File: src/rtl/sram_rd_pkg.sv
// Shared types and constants for the SRAM Wishbone stream reader.
package sram_rd_pkg;

  typedef enum logic [1:0] {
    IDLE,
    REQ,
    DRAIN,
    FIN
  } rd_state_e;

  localparam int LANE_W = 2;
  localparam int WORD_BYTES = 4;
  localparam logic [3:0] SEL_ALL = 4'hF;

endpackage

File: src/rtl/sram_wb_stream_reader_if.sv
// Bundles the Wishbone classic read bus and the 8-bit byte stream of the reader.
interface sram_wb_stream_reader_if;

  logic        wb_cyc_o;
  logic        wb_stb_o;
  logic        wb_we_o;
  logic [3:0]  wb_sel_o;
  logic [31:0] wb_adr_o;
  logic [31:0] wb_dat_i;
  logic        wb_ack_i;
  logic        m_valid;
  logic        m_ready;
  logic [7:0]  m_data;
  logic        m_last;

  modport master (
    output wb_cyc_o, wb_stb_o, wb_we_o, wb_sel_o, wb_adr_o,
    input  wb_dat_i, wb_ack_i,
    output m_valid, m_data, m_last,
    input  m_ready
  );

  modport slave (
    input  wb_cyc_o, wb_stb_o, wb_we_o, wb_sel_o, wb_adr_o,
    output wb_dat_i, wb_ack_i,
    input  m_valid, m_data, m_last,
    output m_ready
  );

endinterface

File: src/rtl/sram_rd_byte_unpacker.sv
// Holds one fetched SRAM word and presents one byte lane of it, little-endian.
module sram_rd_byte_unpacker
  import sram_rd_pkg::*;
(
  input  logic                      clk,
  input  logic                      rst,
  input  logic                      load,
  input  logic                      advance,
  input  logic [LANE_W-1:0]         lane_init,
  input  logic [8*WORD_BYTES-1:0]   word_in,
  output logic [7:0]                byte_out
);

  logic [8*WORD_BYTES-1:0] word_q, word_d;
  logic [LANE_W-1:0]       lane_q, lane_d;

  always_comb begin
    word_d = word_q;
    lane_d = lane_q;
    if (load) begin
      word_d = word_in;
      lane_d = lane_init;
    end else if (advance) begin
      lane_d = lane_q + LANE_W'(1);
    end
  end

  always_ff @(posedge clk) begin
    if (rst) begin
      word_q <= '0;
      lane_q <= '0;
    end else begin
      word_q <= word_d;
      lane_q <= lane_d;
    end
  end

  assign byte_out = word_q[8*lane_q +: 8];

endmodule

File: src/rtl/sram_wb_stream_reader.sv
// Reads a byte range from the frame SRAM over Wishbone and streams it out bytewise.
// Optional ack timeout enabled by defining SRAM_RD_TIMEOUT_EN.
module sram_wb_stream_reader
  import sram_rd_pkg::*;
#(
  parameter int ADDR_W = 16
`ifdef SRAM_RD_TIMEOUT_EN
  ,
  parameter int TIMEOUT_CYC = 255
`endif
) (
  input  logic              clk,
  input  logic              rst,
  input  logic              start,
  input  logic [ADDR_W-1:0] start_addr,
  input  logic [ADDR_W:0]   byte_len,
  output logic              busy,
  output logic              done,
  output logic              err,
  sram_wb_stream_reader_if.master bus
);

  rd_state_e         state_q, state_d;
  logic [ADDR_W-1:0] cur_q, cur_d;
  logic [ADDR_W:0]   rem_q, rem_d;
  logic              load, advance, beat;
  logic [7:0]        byte_out;

`ifdef SRAM_RD_TIMEOUT_EN
  localparam int TMO_W = $clog2(TIMEOUT_CYC + 1);
  logic [TMO_W-1:0] tmo_q, tmo_d;
  logic             err_q, err_d;
`endif

  assign beat = (state_q == DRAIN) && bus.m_ready;

  always_comb begin
    state_d = state_q;
    cur_d   = cur_q;
    rem_d   = rem_q;
    load    = 1'b0;
    advance = 1'b0;
`ifdef SRAM_RD_TIMEOUT_EN
    err_d   = err_q;
    tmo_d   = (state_q == REQ) ? tmo_q + TMO_W'(1) : '0;
`endif
    unique case (state_q)
      IDLE: begin
        if (start) begin
          cur_d   = start_addr;
          rem_d   = byte_len;
          state_d = (byte_len == '0) ? FIN : REQ;
`ifdef SRAM_RD_TIMEOUT_EN
          err_d   = 1'b0;
`endif
        end
      end
      REQ: begin
        if (bus.wb_ack_i) begin
          load    = 1'b1;
          state_d = DRAIN;
        end
`ifdef SRAM_RD_TIMEOUT_EN
        else if (tmo_q == TMO_W'(TIMEOUT_CYC - 1)) begin
          err_d   = 1'b1;
          state_d = FIN;
        end
`endif
      end
      DRAIN: begin
        if (beat) begin
          advance = 1'b1;
          cur_d   = cur_q + ADDR_W'(1);
          rem_d   = rem_q - (ADDR_W + 1)'(1);
          if (rem_q == (ADDR_W + 1)'(1)) state_d = FIN;
          else if (cur_q[LANE_W-1:0] == '1) state_d = REQ;
        end
      end
      FIN: state_d = IDLE;
      default: state_d = IDLE;
    endcase
  end

  always_ff @(posedge clk) begin
    if (rst) begin
      state_q <= IDLE;
      cur_q   <= '0;
      rem_q   <= '0;
`ifdef SRAM_RD_TIMEOUT_EN
      tmo_q   <= '0;
      err_q   <= 1'b0;
`endif
    end else begin
      state_q <= state_d;
      cur_q   <= cur_d;
      rem_q   <= rem_d;
`ifdef SRAM_RD_TIMEOUT_EN
      tmo_q   <= tmo_d;
      err_q   <= err_d;
`endif
    end
  end

`ifdef SRAM_RD_TIMEOUT_EN
  assign err = err_q;
`else
  assign err = 1'b0;
`endif

  sram_rd_byte_unpacker u_unpacker (
    .clk       (clk),
    .rst       (rst),
    .load      (load),
    .advance   (advance),
    .lane_init (cur_q[LANE_W-1:0]),
    .word_in   (bus.wb_dat_i),
    .byte_out  (byte_out)
  );

  // Address is forced to zero outside REQ so an idle bus shows no stale address.
  assign bus.wb_cyc_o = (state_q == REQ);
  assign bus.wb_stb_o = (state_q == REQ);
  assign bus.wb_we_o  = 1'b0;
  assign bus.wb_sel_o = SEL_ALL;
  assign bus.wb_adr_o = (state_q == REQ) ?
                        32'({cur_q[ADDR_W-1:LANE_W], {LANE_W{1'b0}}}) : 32'h0;
  assign bus.m_valid  = (state_q == DRAIN);
  assign bus.m_data   = byte_out;
  assign bus.m_last   = (state_q == DRAIN) && (rem_q == (ADDR_W + 1)'(1));
  assign busy         = (state_q != IDLE);
  assign done         = (state_q == FIN);

endmodule

File: src/flat_wrapper.sv
// flat-port wrapper written by rule: the top's interface ports become plain ports
module sram_wb_stream_reader_flat import sram_rd_pkg::*;
#(
  parameter int ADDR_W = 16

)
  (clk, rst, start, start_addr, byte_len, busy, done, err, bus_wb_cyc_o, bus_wb_stb_o, bus_wb_we_o, bus_wb_sel_o, bus_wb_adr_o, bus_wb_dat_i, bus_wb_ack_i, bus_m_valid, bus_m_data, bus_m_last, bus_m_ready);
  sram_wb_stream_reader_if bus_i ();
  input  logic clk;
  input  logic rst;
  input  logic start;
  input  logic [ADDR_W-1:0] start_addr;
  input  logic [ADDR_W:0] byte_len;
  output logic busy;
  output logic done;
  output logic err;
  output wire logic [$bits(bus_i.wb_cyc_o)-1:0] bus_wb_cyc_o;
  output wire logic [$bits(bus_i.wb_stb_o)-1:0] bus_wb_stb_o;
  output wire logic [$bits(bus_i.wb_we_o)-1:0] bus_wb_we_o;
  output wire logic [$bits(bus_i.wb_sel_o)-1:0] bus_wb_sel_o;
  output wire logic [$bits(bus_i.wb_adr_o)-1:0] bus_wb_adr_o;
  input wire logic [$bits(bus_i.wb_dat_i)-1:0] bus_wb_dat_i;
  input wire logic [$bits(bus_i.wb_ack_i)-1:0] bus_wb_ack_i;
  output wire logic [$bits(bus_i.m_valid)-1:0] bus_m_valid;
  output wire logic [$bits(bus_i.m_data)-1:0] bus_m_data;
  output wire logic [$bits(bus_i.m_last)-1:0] bus_m_last;
  input wire logic [$bits(bus_i.m_ready)-1:0] bus_m_ready;
  assign bus_wb_cyc_o = bus_i.wb_cyc_o;
  assign bus_wb_stb_o = bus_i.wb_stb_o;
  assign bus_wb_we_o = bus_i.wb_we_o;
  assign bus_wb_sel_o = bus_i.wb_sel_o;
  assign bus_wb_adr_o = bus_i.wb_adr_o;
  assign bus_i.wb_dat_i = bus_wb_dat_i;
  assign bus_i.wb_ack_i = bus_wb_ack_i;
  assign bus_m_valid = bus_i.m_valid;
  assign bus_m_data = bus_i.m_data;
  assign bus_m_last = bus_i.m_last;
  assign bus_i.m_ready = bus_m_ready;
  sram_wb_stream_reader #(.ADDR_W(ADDR_W)) u_core (.clk(clk), .rst(rst), .start(start), .start_addr(start_addr), .byte_len(byte_len), .busy(busy), .done(done), .err(err), .bus(bus_i));
endmodule
File: config.mk
export PLATFORM = sky130hd
export DESIGN_NAME = sram_wb_stream_reader_flat
export DESIGN_NICKNAME = d
export VERILOG_FILES = /design/src/rtl/sram_rd_pkg.sv /design/src/rtl/sram_wb_stream_reader_if.sv /design/src/rtl/sram_rd_byte_unpacker.sv /design/src/rtl/sram_wb_stream_reader.sv /design/src/flat_wrapper.sv
export SDC_FILE = /design/constraint.sdc
export NUM_CORES = 1
export LEC_CHECK = 0
export CAP_MARGIN = 20
export CORE_ASPECT_RATIO = 1.5
export CORE_MARGIN = 4
export CORE_UTILIZATION = 30
export CTS_CLUSTER_DIAMETER = 60
export CTS_CLUSTER_SIZE = 20
export DETAILED_ROUTE_END_ITERATION = 16
export SLEW_MARGIN = 40
export SYNTH_ARGS = -nofsm -noshare
export SYNTH_HDL_FRONTEND = slang
export SYNTH_SLANG_ARGS = --single-unit
File: constraint.sdc
create_clock -name clk -period 2.1 [get_ports clk]
set_input_delay 0.21 -clock clk [delete_from_list [all_inputs] [get_ports clk]]
set_output_delay 0.21 -clock clk [all_outputs]
set_load 0.02 [all_outputs]
==> flow_summary.yaml, run 1 <==
outcome:
  status: "finished, final reports clean"
final_layout:
  final_nets: 691
  postLayoutCoreUtil: 0.425
  syn2layout_area_growth_pct: 37.5
  antenna_cells: 0
  drive_above_1_share: 0.124
  layout_commonest_cell: "nand2_1"
  layout_common_cells: "88 x nand2_1, 85 x clkdlybuf4s50_1, 68 x dfxtp_1, 60 x a21oi_1, 32 x buf_4"
  fill_cells: 1342
clock_network:
  h-tree-depth: 3
  post-cts-setup-buffers: 0
  cts_root_buf: "clkbuf_16"
  numCtsBuffers: 9
  clk_pin_slew_ns: 0.06
  cts_tree: "yes"
  clk_latency_ns: 0.34
  cts_resized: 12
  clk_path_buf_depth: 2
  cts_hold_buf: 0
  clkSinkCount: 69
synthesis:
  synth-compound-area-share: 0.219
  syn_avg_cell_area_um2: 7.82
  synthXorXnorAreaFrac: 0.00647
  synth_seq_cells: 69
  synthTopCellsByArea: "dfxtp_1 34%, nand2_1 8.1%, a21oi_1 7.4%"
  synth_top_area_cell: "dfxtp_1"
  synth_fa_ha_area_frac: 0.00924
  synth.cell_area_um2: 4060
  ys_seq_area_frac: 0.340
  synth_cell_type_count: 62
  synth_top_family_by_area: "simple AND/OR/NAND/NOR gates"
  yosys_most_used_dff: "dfxtp_1"
  synthCells: 519
  synthMuxAreaShare: 0.0570
  async_flop_share: 0
  ys_warn_count: 0
  synth_edf_count: 0
  post-synth-top-area-fraction: 0.340
  synth-simple-area-share: 0.265
grt:
  grt_pass1_vias: 4140
  grt_pass1_wl_um: 20300
  grt_use_total: 0.166
  antenna_found_initial: 0
  grt_overflow: 0
  grt_start_max_net_pins: 45
route:
  routed_via_density: 5.33
  drc_errors: 0
  first_iter_violations: 180
  dr_wl_met3_um: 751
  drt-met1-wl_um: 5170
  ant_nets: 0
  drt-pass1-iter-count: 5
  vias: 4166
  totalWireLength_um: 13000
  top_layer: "met4"
  drt-wirelength-per-cell_um: 16.6
  route.met2.wl_um: 6730
critical_path:
  crit_chain: "nand2b_1 -> inv_2 -> buf_4 -> clkdlybuf4s50_1"
  critical_path_class: "flip-flop to output pin"
  slowest_delay_ns: 0.62
  endpoint_kind: "output pin"
  worstPathRequired_ns: 1.89
  cp-start-kind: "flip-flop"
  crit_buf_inv: 3
  crit_slowest_cell: "clkdlybuf4s50_1"
  crit_family: "buffers and inverters"
  rrSetupSlack_ns: 0.23
  cp_max_fo: 8
  arrival_ns: 1.81
hold_path:
  min_path_type: "input port to flip-flop"
floorplan:
  initial_core_util: 0.309
  die-width_um: 103
  die_h_um: 150
  die_area_um2: 15500
  core_area_um2: 13100
  pin_count: 122
  std_cell_rows: 51
timing:
  finClkSkew_ns: 0.00573
  period_needed_ns: 2.02
  relSlewSlack: 0.665
  tightest_slew_ns: 0.503
  maxSlewViolCount: 0
  finalSetupViolations: 0
  clock.fmax_ghz: 0.494
  fin_tns_setup_ns: 0
  timing.hold.ws_ns: 0.109
  rsz0062_at_grt: "false"
  hold_viol_final: 0
  fin_crit_sh: 0.963
pwr:
  finalPower_mw: 4.62
  power.leakage_nw: 2.08
  ir_worst_vdd_uv: 309
  cellPowerDensity_nw_per_um2: 828
place:
  io_buffer_count: 97
  dp_hpwl_um: 9660
  gp_congestion: 0.822
run:
  max_cap_viol_count: 0
-- per-stage QoR --
step	instance area, um2	setup slack (ns)	instances
after floorplan	4140	0.366	541
final	5580	0.0770	782
after CTS	5580	0.0211	782
after detailed placement	5230	0.0607	766
after global placement	5230	0.0656	766
after global routing	5580	0.00345	782
-- routing by layer --
layer / up-vias / GRT usage
li1: 2032 / -
met1: 1963 / 0.194
met2: 145 / 0.291
met3: 26 / 0.0301
met4: 0 / 0.0693
met5: - / 0
-- cell type report --
type,count,area [um2],area share
Clock inverter,7,123,0.0220
Sequential cell,69,1380,0.248
Multi-Input combinational cell,394,2360,0.423
Timing Repair Buffer,132,1250,0.223
Tap cell,159,199,0.0356
Clock buffer,9,225,0.0403
Inverter,12,45.0,0.00807
-- power by group --
part / switching (mW) / internal, mW / leakage, nW
registers: 0.146 / 1.44 / 0.565
logic: 0.660 / 0.595 / 1.35
clock network: 0.620 / 1.17 / 0.162
total: 1.43 / 3.20 / 2.08
-- cells in the mapped netlist, drive strengths merged, types with 10 or more instances --
master  count
buf        42
o21ai      20
nor4       13
a21oi      60
and2       16
nand2      88
nor3       11
clkbuf     24
nand4      10
inv        12
dfxtp      69
a211oi     17
nor2       22
-- sequential cells by signal (all words and copies together) (netlist names) --
register                  count
u_core.rem_q                 17
u_core.cur_q                 16
u_core.u_unpacker.word_q     32
u_core.u_unpacker.lane_q      2
u_core.state_q                2
-- logic make-up after synthesis --
family,after synthesis
and+or+nand+nor,209
other,2
adders and majority gates,3
buffers and inverters,78
muxes,13
DFF,69
AOI/OAI and AO/OA,142
xor gates and xnor gates,3
-- path summary, 6_finish.rpt --
path	end	startpoint	cells past startpoint
hold / removal	u_core.cur_q[12]	rst	2
hold reg to reg	u_core.u_unpacker.word_q[18]	u_core.u_unpacker.word_q[18]	2
setup / recovery	bus_m_valid	u_core.state_q[1]	4
setup reg to reg	u_core.rem_q[6]	u_core.rem_q[0]	6
(Power assumes the default switching activity.)
==> inputs of run 2 (changes only) <==
Settings changed: CORE_MARGIN 4 to 5.
==> flow_summary.yaml, run 2 (same netlist as run 1, synthesis figures left out) <==
pwr:
  p_int_mw: 2.84
  p_switching_mw: 1.43
  clockPowerShare: 0.330
  ir_worst_vdd_uv: 479
  combPwrFrac: 0.302
  cellPowerDensity_nw_per_um2: 766
  seq_power_share: 0.368
  power.leakage_nw: 2.27
  switching_share: 0.335
critical_path:
  arrival_ns: 1.76
  rrSetupSlack_ns: 0.23
  cp_max_fo: 8
  crit_chain: "buf_12 -> mux4_2 -> dlygate4sd2_1"
  startpoint: "u_core.u_unpacker.lane_q[0]"
  r2r_end: "u_core.rem_q[6]"
  slowest_delay_ns: 0.51
  endpoint_kind: "output pin"
  worstPathRequired_ns: 1.89
  cp-start-kind: "flip-flop"
  crit_slowest_cell: "mux4_2"
  reg2reg_depth: 6
  critPathCapture: "bus_m_data[3]"
  critical_path_class: "flip-flop to output pin"
  r2r-start: "u_core.rem_q[1]"
grt:
  grt_use_total: 0.162
  grt_pass1_vias: 4169
  grt_overflow: 0
  antenna_found_initial: 0
  grt_pass1_wl_um: 21300
  grt_start_max_net_pins: 46
route:
  totalWireLength_um: 13200
  drt-pass1-iter-count: 4
  drt-wirelength-per-cell_um: 16.7
  drt-met1-wl_um: 5410
  ant_nets: 0
  drc_errors: 0
  first_iter_violations: 206
  route.met2.wl_um: 6760
  dr_wl_met3_um: 670
  top_layer: "met4"
  routed_via_density: 5.32
  vias: 4190
place:
  gp_congestion: 0.871
  dp_hpwl_um: 9720
  io_buffer_count: 97
timing:
  hold_viol_final: 0
  clock.fmax_ghz: 0.508
  finalSetupViolations: 0
  period_needed_ns: 1.97
  relSlewSlack: 0.644
  timing.hold.ws_ns: 0.376
  tightest_slew_ns: 0.530
  finClkSkew_ns: 0.00846
  fin_crit_sh: 0.937
  maxSlewViolCount: 0
  rsz0062_at_grt: "false"
final_layout:
  syn2layout_area_growth_pct: 37.3
  fill_cells: 1382
  reg_top3: "u_core.u_unpacker.word_q: 32 flops, u_core.rem_q: 17 flops, u_core.cur_q: 16 flops"
  largest_reg_flops: 32
  largest_register: "u_core.u_unpacker.word_q"
  final_nets: 693
  postLayoutCoreUtil: 0.416
  antenna_cells: 0
  layout_common_cells: "88 x nand2_1, 73 x clkdlybuf4s50_1, 68 x dfxtp_1, 60 x a21oi_1, 33 x buf_4"
  layout_commonest_cell: "nand2_1"
  drive_above_1_share: 0.128
floorplan:
  core_area_um2: 13400
  initial_core_util: 0.303
  die_h_um: 152
  die-width_um: 105
  die_area_um2: 16000
  std_cell_rows: 52
  pin_count: 122
clock_network:
  clk_path_buf_depth: 2
  clkSinkCount: 69
  cts_tree: "yes"
  clk_latency_ns: 0.33
  clk_pin_slew_ns: 0.06
  cts_root_buf: "clkbuf_16"
  numCtsBuffers: 9
  post-cts-setup-buffers: 0
  h-tree-depth: 3
hold_path:
  min_path_type: "input port to flip-flop"
  holdCritStartpoint: "rst"
run:
  max_cap_viol_count: 0
outcome:
  status: "finished, final reports clean"
==> run 2: cell type report <==
class	count	area, um2	area share
clock inverters	7	52.6	0.00942
multi-input cells	394	2370	0.425
well taps	162	203	0.0363
repair buffers	134	1300	0.233
flip-flops and latches	69	1380	0.248
inverters	12	45.0	0.00808
clock buffers	9	225	0.0404
==> run 2: critical path: cells and delay by family (launching register included) <==
| family | cells | cell delay (ns) |
|---|---|---|
| multiplexers | 1 | 0.51 |
| buffers and inverters | 2 | 0.51 |
| flip-flops | 1 | 0.41 |
==> run 2: how the worst min path moves through the flow <==
stage,depth (start not counted),end
2_1_floorplan,2,u_core.u_unpacker.word_q[0]
3_3_place_gp,2,u_core.u_unpacker.word_q[15]
3_5_place_dp,2,u_core.u_unpacker.word_q[15]
4_1_cts,3,u_core.rem_q[3]
5_1_grt,3,u_core.rem_q[3]
6_report,3,u_core.rem_q[3]
==> run 2: what timing repair did <==
action | CTS | global route
resized for setup | 14 | 18
cloned | 0 | 0
hold buffers | 0 | 0
setup endpoints to repair | 11 | 18
==> run 2: layer usage <==
metal  vias up  track usage
li1       2028            -
met5         -            0
met3        23       0.0377
met1      1999        0.188
met4         0       0.0780
met2       140        0.276
==> run 2: power by group through the flow <==
stage	combinational, mW	sequential (mW)	clock, mW
3_5_place_dp	1.28	1.59	0
3_3_place_gp	1.26	1.59	0
5_1_grt	1.41	1.59	1.51
2_1_floorplan	0.818	1.55	0
6_report	1.29	1.57	1.41
4_1_cts	1.29	1.57	1.46
==> run 2: per-stage QoR <==
step / total power, mW / instance area [um2] / TNS, ns / std cells / setup WS (ns)
6_report: 4.27 / 5580 / 0 / 787 / 0.131
5_1_grt: 4.51 / 5580 / 0 / 787 / 0.0677
4_1_cts: 4.31 / 5540 / 0 / 787 / 0.0170
3_5_place_dp: 2.87 / 5250 / -0.00411 / 771 / -0.00411
3_3_place_gp: 2.85 / 5250 / 0 / 771 / 0.0383
2_1_floorplan: 2.37 / 4140 / 0 / 541 / 0.366
==> RTL edit: new RTL, settings of run 1 <==
The option `SRAM_RD_TIMEOUT_EN` is turned on by a define.
--- a/src/rtl/sram_wb_stream_reader.sv
+++ b/src/rtl/sram_wb_stream_reader.sv
@@ -1,4 +1,6 @@
 // Reads a byte range from the frame SRAM over Wishbone and streams it out bytewise.
 // Optional ack timeout enabled by defining SRAM_RD_TIMEOUT_EN.
+`define SRAM_RD_TIMEOUT_EN
+
 module sram_wb_stream_reader
   import sram_rd_pkg::*;
Function: no difference found for any inputs over 4 cycles, from zero or initial values and one cycle with rst high; that may be too few to reach the edited logic, so the function may still have changed.
==> RTL edit against run 1 <==
Sequential cell count grew 9. Area after synthesis rose by 9.9%. Worst setup slack worse by 0.013 ns. Worst hold slack better by 0.24 ns. Final area grew 6.9%. Non-clock buffer count is 3 lower. Wire length increased by 3.7%. Critical path type unchanged. Total power increased by 0.57%.
==> RTL edit: results (changes against run 1) <==
Outcome
Status: complete, no violations (unchanged).

GRT
The initial antenna violation count is 0 (unchanged). The global-route total usage across every layer is 15.7% (was 16.6%). The number of global-route vias before repair is 4413 (was 4140). The wire length of the first global-routing pass is 21600 µm (was 20300 µm). The pin count of the biggest net entering global routing came to 39 (was 45).

Place
The placer congestion estimate is 0.835 (was 0.822). The placed instance area is 0.00563 mm² (was 0.00523 mm²). The number of I/O port buffers is 98 (was 97).

The HPWL after detailed placement came to 10000 µm (was 9660 µm).

Worst setup path
The setup slack of the worst register-to-register path was 0.15 ns (was 0.23 ns). The signal arrival time at the worst endpoint is 1.83 ns (was 1.81 ns). The critical register-to-register path endpoint is u_core.cur_q[10] (was u_core.rem_q[6]).

The reg-to-reg startpoint is u_core.cur_q[1] (was u_core.rem_q[0]). The cell family contributing the most delay on the critical path is buffers and inverters (unchanged). The longest individual stage delay on the worst path was 0.55 ns (was 0.62 ns).

The number of cells traversed by the worst register-to-register path came to 5 (was 6).

Synth
Top cells by area, synth: sky130_fd_sc_hd__dfxtp_1 (35%), sky130_fd_sc_hd__nand2_1 (7.7%), sky130_fd_sc_hd__a21oi_1 (7.2%), sky130_fd_sc_hd__buf_4 (4.4%), sky130_fd_sc_hd__mux4_2 (4.0%) (was sky130_fd_sc_hd__dfxtp_1 (34%), sky130_fd_sc_hd__nand2_1 (8.1%), sky130_fd_sc_hd__a21oi_1 (7.4%), sky130_fd_sc_hd__buf_4 (4.6%), sky130_fd_sc_hd__mux4_2 (4.4%)). The count of synthesis-stage warnings from yosys is 0 (unchanged). Most common library cells after synthesis: sky130_fd_sc_hd__nand2_1 (91), sky130_fd_sc_hd__dfxtp_1 (78), sky130_fd_sc_hd__a21oi_1 (64) (was sky130_fd_sc_hd__nand2_1 (88), sky130_fd_sc_hd__dfxtp_1 (69), sky130_fd_sc_hd__a21oi_1 (60)). The share of synthesized area occupied by flip-flops and latches is 35.0% (was 34.0%). The share of synthesized flip-flops with an asynchronous set or reset is 0% (unchanged). The count of distinct cell types in the synthesized netlist is 66 (was 62).

Drt
The violation count after the first detailed-route iteration is 285 (was 180). The post-detailed-route via-to-cell ratio is 5.11 (was 5.33). The average routed wire per standard cell is 15.5 µm (was 16.6 µm).

Clock tree
The maximum root-to-sink buffer count was 2 (unchanged). The number of clock buffers inserted by TritonCTS is 9 (unchanged). The buffer type at the clock tree root is sky130_fd_sc_hd__clkbuf_16 (unchanged).

Final layout
The ratio of cells with drive above 1 in the final layout is 11.3% (was 12.4%). The net count of the finished layout is 741 (was 691).

Min path
The type of the most critical hold path is in -> reg (unchanged). The source of the worst hold timing path is rst (unchanged).

Power and ir drop
The leakage power total is 2.27 nW (was 2.08 nW). The worst supply voltage drop on vdd is 0.325 mV (was 0.309 mV).

STA
The tightest slew margin relative to the limit is 65.3% (was 66.5%). The post-route worst hold slack is 0.352 ns (was 0.109 ns). The setup skew after layout is 0.00924 ns (was 0.00573 ns).
## RTL edit: timing repair
item / 4_1_cts / 5_1_grt
pin swaps: 0 / 1
hold endpoints to repair: 0 / 0
setup buffers: 0 / 0
endpoints found under the setup margin: 19 / 10
resized for setup: 18 / 12
## RTL edit: how the worst max path moves through the flow
stage | start | end | slack, ns | depth (start not counted)
5_1_grt | u_core.u_unpacker.lane_q[1] | bus_m_data[3] | 0.007 | 2
6_report | u_core.u_unpacker.lane_q[1] | bus_m_data[3] | 0.06 | 2
3_3_place_gp | u_core.rem_q[4] | bus_m_last | 0.00009 | 4
4_1_cts | u_core.rem_q[4] | bus_m_last | 0.01 | 4
2_1_floorplan | u_core.rem_q[0] | u_core.rem_q[16] | 0.34 | 6
3_5_place_dp | u_core.rem_q[4] | bus_m_last | 0.01 | 4
## RTL edit: per-stage QoR
step / utilization (%) / setup WS [ns] / instances
final: 40.9 / 0.0644 / 867
after detailed placement: 38.5 / 0.0108 / 851
after floorplan: - / 0.343 / 588
after global placement: 38.5 / 0.0000897 / 851
after CTS: 40.6 / 0.0131 / 867
after global routing: 40.9 / 0.00704 / 867
## RTL edit: kinds of logic after synthesis
| logic type | after synthesis | synth area share, % |
|---|---|---|
| simple gates | 247 | 28.4 |
| compound gates | 134 | 18.3 |
| buf+inv | 79 | 9.78 |
| flops | 78 | 35.0 |
| mux | 14 | 5.41 |
| xor+xnor | 8 | 1.57 |
| fa+ha+maj | 5 | 1.40 |
| other cells | 2 | 0.168 |
## RTL edit: metal layers
layer	part of all wire [%]	routed length, µm	global-route usage [%]
met5	0	0	0
met4	2.8	377	6.98
met3	5.7	774	2.83
met2	50	6680	27.1
met1	42	5640	18.8
## RTL edit: cell type report
cell class                 count  area, µm²
timing repair buffer         129       1220
multi-input combinational    431       2560
sequential                    78       1570
fill                        1509       8630
clock buffer                  10        239
clock inverter                 6       61.3
tap                          196        245
inverter                      17       63.8
## RTL edit: power breakdown
group / leakage [nW] / total [mW] / switching, mW / internal, mW
Combinational: 1.49 / 1.34 / 0.743 / 0.594
Clock: 0.148 / 1.55 / 0.602 / 0.948
Sequential: 0.638 / 1.76 / 0.149 / 1.61
Total: 2.27 / 4.65 / 1.49 / 3.16
